===== src/rtl/mult_div_unit.sv =====
// Multicycle signed multiply/divide unit: radix-2 shift-add multiply and
// restoring divide over 32 iterations, results held in Hi/Lo.
module mult_div_unit (
   input  logic        Clk,
   input  logic        Reset,
   input  logic        Start,
   input  logic        Op,
   input  logic [31:0] A,
   input  logic [31:0] B,
   output logic [31:0] Hi,
   output logic [31:0] Lo,
   output logic        Busy,
   output logic        Done,
   output logic        DivZero
);

   // state | meaning
   // IDLE  | waiting for Start; Done may be high for the cycle after a result
   // MULT  | shift-add iteration, acc = {partial product, multiplier}
   // DIV   | restoring iteration, acc = {remainder, quotient}
   // FIN   | sign correction and Hi/Lo write on exit (skipped for divide-by-zero)
   typedef enum logic [1:0] {IDLE, MULT, DIV, FIN} state_t;

   state_t      state_q, state_d;
   logic [63:0] acc_q, acc_d;
   logic [31:0] dvs_q, dvs_d;
   logic [4:0]  cnt_q, cnt_d;
   logic        op_q, op_d;
   logic        neg_q, neg_d;
   logic        rneg_q, rneg_d;
   logic [31:0] hi_q, hi_d;
   logic [31:0] lo_q, lo_d;
   logic        busy_q, busy_d;
   logic        done_q, done_d;
   logic        dz_q, dz_d;

   logic [31:0] abs_a, abs_b;
   logic [32:0] sum33, diff33;
   logic [63:0] sh, prod;

   // |-2^31| wraps to 0x80000000, which is the correct unsigned magnitude
   assign abs_a  = A[31] ? (~A + 32'd1) : A;
   assign abs_b  = B[31] ? (~B + 32'd1) : B;
   assign sum33  = {1'b0, acc_q[63:32]} + {1'b0, dvs_q};
   assign sh     = {acc_q[62:0], 1'b0};
   assign diff33 = {1'b0, sh[63:32]} - {1'b0, dvs_q};
   assign prod   = neg_q ? (~acc_q + 64'd1) : acc_q;

   always_comb begin
      state_d = state_q;
      acc_d   = acc_q;
      dvs_d   = dvs_q;
      cnt_d   = cnt_q;
      op_d    = op_q;
      neg_d   = neg_q;
      rneg_d  = rneg_q;
      hi_d    = hi_q;
      lo_d    = lo_q;
      busy_d  = busy_q;
      done_d  = 1'b0;
      dz_d    = dz_q;
      case (state_q)
         IDLE: begin
            if (Start) begin
               if (Op && (B == 32'd0)) begin
                  dz_d    = 1'b1;
                  done_d  = 1'b1;
                  state_d = FIN;
               end else begin
                  dz_d    = 1'b0;
                  op_d    = Op;
                  neg_d   = A[31] ^ B[31];
                  rneg_d  = A[31];
                  cnt_d   = 5'd0;
                  busy_d  = 1'b1;
                  acc_d   = Op ? {32'd0, abs_a} : {32'd0, abs_b};
                  dvs_d   = Op ? abs_b : abs_a;
                  state_d = Op ? DIV : MULT;
               end
            end
         end
         MULT: begin
            acc_d = acc_q[0] ? {sum33, acc_q[31:1]} : {1'b0, acc_q[63:1]};
            cnt_d = cnt_q + 5'd1;
            if (cnt_q == 5'd31) state_d = FIN;
         end
         DIV: begin
            acc_d = diff33[32] ? sh : {diff33[31:0], sh[31:1], 1'b1};
            cnt_d = cnt_q + 5'd1;
            if (cnt_q == 5'd31) state_d = FIN;
         end
         FIN: begin
            state_d = IDLE;
            // dz_q here means the divide-by-zero shortcut: Hi/Lo stay untouched
            if (!dz_q) begin
               busy_d = 1'b0;
               done_d = 1'b1;
               if (op_q) begin
                  lo_d = neg_q  ? (~acc_q[31:0]  + 32'd1) : acc_q[31:0];
                  hi_d = rneg_q ? (~acc_q[63:32] + 32'd1) : acc_q[63:32];
               end else begin
                  hi_d = prod[63:32];
                  lo_d = prod[31:0];
               end
            end
         end
         default: state_d = IDLE;
      endcase
   end

   always_ff @(posedge Clk or negedge Reset) begin
      if (!Reset) begin
         state_q <= IDLE;
         acc_q   <= 64'd0;
         dvs_q   <= 32'd0;
         cnt_q   <= 5'd0;
         op_q    <= 1'b0;
         neg_q   <= 1'b0;
         rneg_q  <= 1'b0;
         hi_q    <= 32'd0;
         lo_q    <= 32'd0;
         busy_q  <= 1'b0;
         done_q  <= 1'b0;
         dz_q    <= 1'b0;
      end else begin
         state_q <= state_d;
         acc_q   <= acc_d;
         dvs_q   <= dvs_d;
         cnt_q   <= cnt_d;
         op_q    <= op_d;
         neg_q   <= neg_d;
         rneg_q  <= rneg_d;
         hi_q    <= hi_d;
         lo_q    <= lo_d;
         busy_q  <= busy_d;
         done_q  <= done_d;
         dz_q    <= dz_d;
      end
   end

   assign Hi      = hi_q;
   assign Lo      = lo_q;
   assign Busy    = busy_q;
   assign Done    = done_q;
   assign DivZero = dz_q;

endmodule


===== config.mk =====
export PLATFORM = sky130hd
export DESIGN_NAME = mult_div_unit
export DESIGN_NICKNAME = d
export VERILOG_FILES = /design/src/rtl/mult_div_unit.sv
export SDC_FILE = /design/constraint.sdc
export NUM_CORES = 1
export LEC_CHECK = 0
export ABC_CLOCK_PERIOD_IN_PS = 6500
export BUFFER_PORTS_ARGS = -buffer_cell sky130_fd_sc_hd__buf_2
export CAP_MARGIN = 10
export CELL_PAD_IN_SITES_DETAIL_PLACEMENT = 0
export CELL_PAD_IN_SITES_GLOBAL_PLACEMENT = 1
export CORE_MARGIN = 8
export CORE_UTILIZATION = 40
export CTS_BUF_LIST = sky130_fd_sc_hd__clkbuf_16
export CTS_CLUSTER_DIAMETER = 30
export DETAILED_ROUTE_END_ITERATION = 10
export PLACE_DENSITY = 0.75
export SLEW_MARGIN = 20
export SYNTH_ARGS = -nofsm -noshare
export SYNTH_HDL_FRONTEND = slang
export SYNTH_SLANG_ARGS = --single-unit

===== constraint.sdc =====
create_clock -name Clk -period 6.5 [get_ports Clk]
set_input_delay 0.65 -clock Clk [delete_from_list [all_inputs] [get_ports Clk]]
set_output_delay 0.65 -clock Clk [all_outputs]
set_load 0.1 [all_outputs]

==> run metrics <==
R2R Path Start=acc_q[8]$_DFFE_PN0P_; DRC=0; Worst-path clk slew=0.09 ns; post-synth top area cell=dfrtp_1; worst min path class=in2async; Max Clock Skew=0.0214 ns; setup slack, reg-to-reg=2.73 ns; Mapped Cells=1839; Setup CP Type=in2reg; Async SR Flop Fraction=1.00; hold_buf cts=0; XOR/XNOR Fraction of Synth Area=0.100; Synth Area in Compound Gates=0.268; CTS Buf Count=17; DRC violation total after the first TritonRoute iteration=1220; Vias=13849; routed len/inst=20.7 um; most frequent cells after synthesis=224 x nand2_1, 205 x o21ai_0, 173 x dfrtp_1; Setup TNS=0 ns; Setup crit start kind=input pin; initial core utilization=0.403; largest family of logic cells by synthesized area=compound AO/OA/AOI/OAI gates; nets=2042; post-CTS resize count=0; Die Span Y=207 um; Worst-Skew Late Latency=0.47 ns; post-route ant nets=0; outcome=finished, final reports clean; Tot GR Track Use=0.226; cell area after synthesis=0.0146 mm2; RSZ-0062 raised after global routing=no; gpl congestion=0.938; max cap viols=0; mux contribution to synthesized area=0.0287; H-tree Lvls=4; die area=0.0430 mm2; Final Hold Fails=0; IO buf count=134; actual slew at the worst max-slew pin=1.00 ns; Max Slew Vio Count=0; synth-to-layout area growth=10.9%; Fmax achieved=237 MHz; Tcrit/Tclk final=0.650; post-synth top area share=0.296; slew margin rel.=0.332; DR vias/cell=5.83; total gr overflow=0; Avg Cell Area, Syn=7.96 um2; Die Width=207 um; synth warn=0; clk sinks=173; final setup fails=0; layout cells sized above 1=0.121; min Tclk post-route=4.22 ns; number of library cell types mapped by synthesis=84; sequential fraction of the synthesis area=0.296; crit path capture=acc_q[56]$_DFFE_PN0P_; Worst Setup End Kind=flop; worst endpoint required time=6.91 ns; FP Rows=70; Post-Syn Nets=1985; Routed WL=49300 um; Worst EP arrival=4.63 ns; Synth Area in Simple Gates=0.192; drt first pass iters=5; Synth area leaders=dfrtp_1 30%, o21ai_0 7.0%, ha_1 6.5%, nand2_1 5.7%, a21oi_1 5.7%; vias in the first global route=13351; IO Count=135; reg2reg end=Hi[2]$_DFFE_PN0P_; count leader, synth=nand2_1; n_diodes=0; Clock Tree Root=clkbuf_16; largest net degree at the start of global routing=123; cell count of the worst reg-to-reg path=7; Setup crit start=B[21]; Synth Area in Adders=0.0677; Post-synth top flop=dfrtp_1; CORE AREA=0.0363 mm2; initial antenna violation count=2; clock buffer depth=2; HPWL Detailed=38100 um; first-pass GRT wire length=77500 um; Post-synth EDFFs=0; post-CTS setup buffer count=0; Yosys reg bits=173; CP max FO=70; CTS tree=yes
-- state kept, by name, indices dropped and copies added, names as in the netlist --
signal,cells
acc_q,64
state_q,2
rneg_q,1
Hi,32
Lo,32
dvs_q,32
Busy,1
cnt_q,5
DivZero,1
op_q,1
neg_q,1
Done,1
-- cell families after synthesis --
family,count (synthesis)
AOI/OAI and AO/OA,622
and+or+nand+nor,582
buffers and inverters,176
DFF,173
xor gates and xnor gates,167
adders and majority gates,78
muxes,41
-- per-layer routing --
metal,GRT usage,routed length (um),vias up
li1,-,-,6784
met1,0.289,21800,6574
met2,0.370,23200,408
met3,0.0480,2710,81
met4,0.0838,1600,2
met5,0,13,-
-- worst max-delay path, cell delays in order --
cell and delay, ns:
buf_2 0.11, or4_4 0.55, or4_4 0.56, nor4_4 0.51, nand2_2 0.12, nand3_2 0.10, buf_4 0.48, a21boi_4 0.75
buf_4 0.38, a221oi_1 0.12, a21boi_1 0.17, nand3_1 0.10
-- how the worst min path moves through the flow --
stage                                    start               endpoint  slack (ns)  cells past startpoint
after floorplan                          Reset       Busy$_DFFE_PN0P_        0.35                      0
after global placement    cnt_q[4]$_DFFE_PN0P_   cnt_q[4]$_DFFE_PN0P_        0.46                      2
after detailed placement     Hi[0]$_DFFE_PN0P_      Hi[0]$_DFFE_PN0P_        0.46                      2
after CTS                                Reset  dvs_q[20]$_DFFE_PN0P_        0.19                      1
after global routing                     Reset  dvs_q[21]$_DFFE_PN0P_        0.22                      1
final                                    Reset   dvs_q[4]$_DFFE_PN0P_        0.18                      1
-- final cells by class --
| class | count | area (um2) |
|---|---|---|
| clock buffer | 17 | 425 |
| clock inverter | 15 | 209 |
| fill | 3668 | 20100 |
| inverter | 65 | 244 |
| multi-input combinational | 1490 | 9640 |
| sequential | 173 | 4330 |
| tap | 468 | 586 |
| timing repair buffer | 149 | 795 |
-- cells in the final DEF, fill, tap and decap left out, types with 7 or more instances in the layout --
cell,instances
a211o_1,7
a211oi_1,9
a21o_1,29
a21oi_1,165
a221o_1,25
a22o_1,15
a22oi_1,8
a31oi_1,20
and3_1,7
buf_2,132
buf_4,16
clkbuf_16,17
clkinv_8,7
dfrtp_1,172
ha_1,76
inv_1,64
mux2_2,8
mux2i_1,33
nand2_1,224
nand2b_1,24
nand3_1,25
nand4_1,18
nor2_1,142
nor2b_1,14
nor3_1,20
nor4_1,15
o211ai_1,28
o21a_1,7
o21ai_0,205
o21bai_1,8
o221ai_1,10
o31ai_1,29
o41ai_1,15
or2_2,9
or3_1,20
or4_1,14
xnor2_1,85
xor2_1,82
-- metrics by stage --
step / util / setup slack [ns] / cell area (um2) / cells / hold WS, ns
6_report: 0.446 / 2.28 / 16200 / 2377 / 0.183
5_1_grt: 0.446 / 2.11 / 16200 / 2377 / 0.220
4_1_cts: 0.446 / 2.32 / 16200 / 2377 / 0.192
3_5_place_dp: 0.429 / 1.82 / 15600 / 2345 / 0.465
3_3_place_gp: 0.429 / 1.87 / 15600 / 2345 / 0.456
2_1_floorplan: - / 3.31 / 14600 / 1839 / 0.354
Power is not shown: default switching activity piles up to over one toggle a cycle in this logic, so the estimate is an artifact.
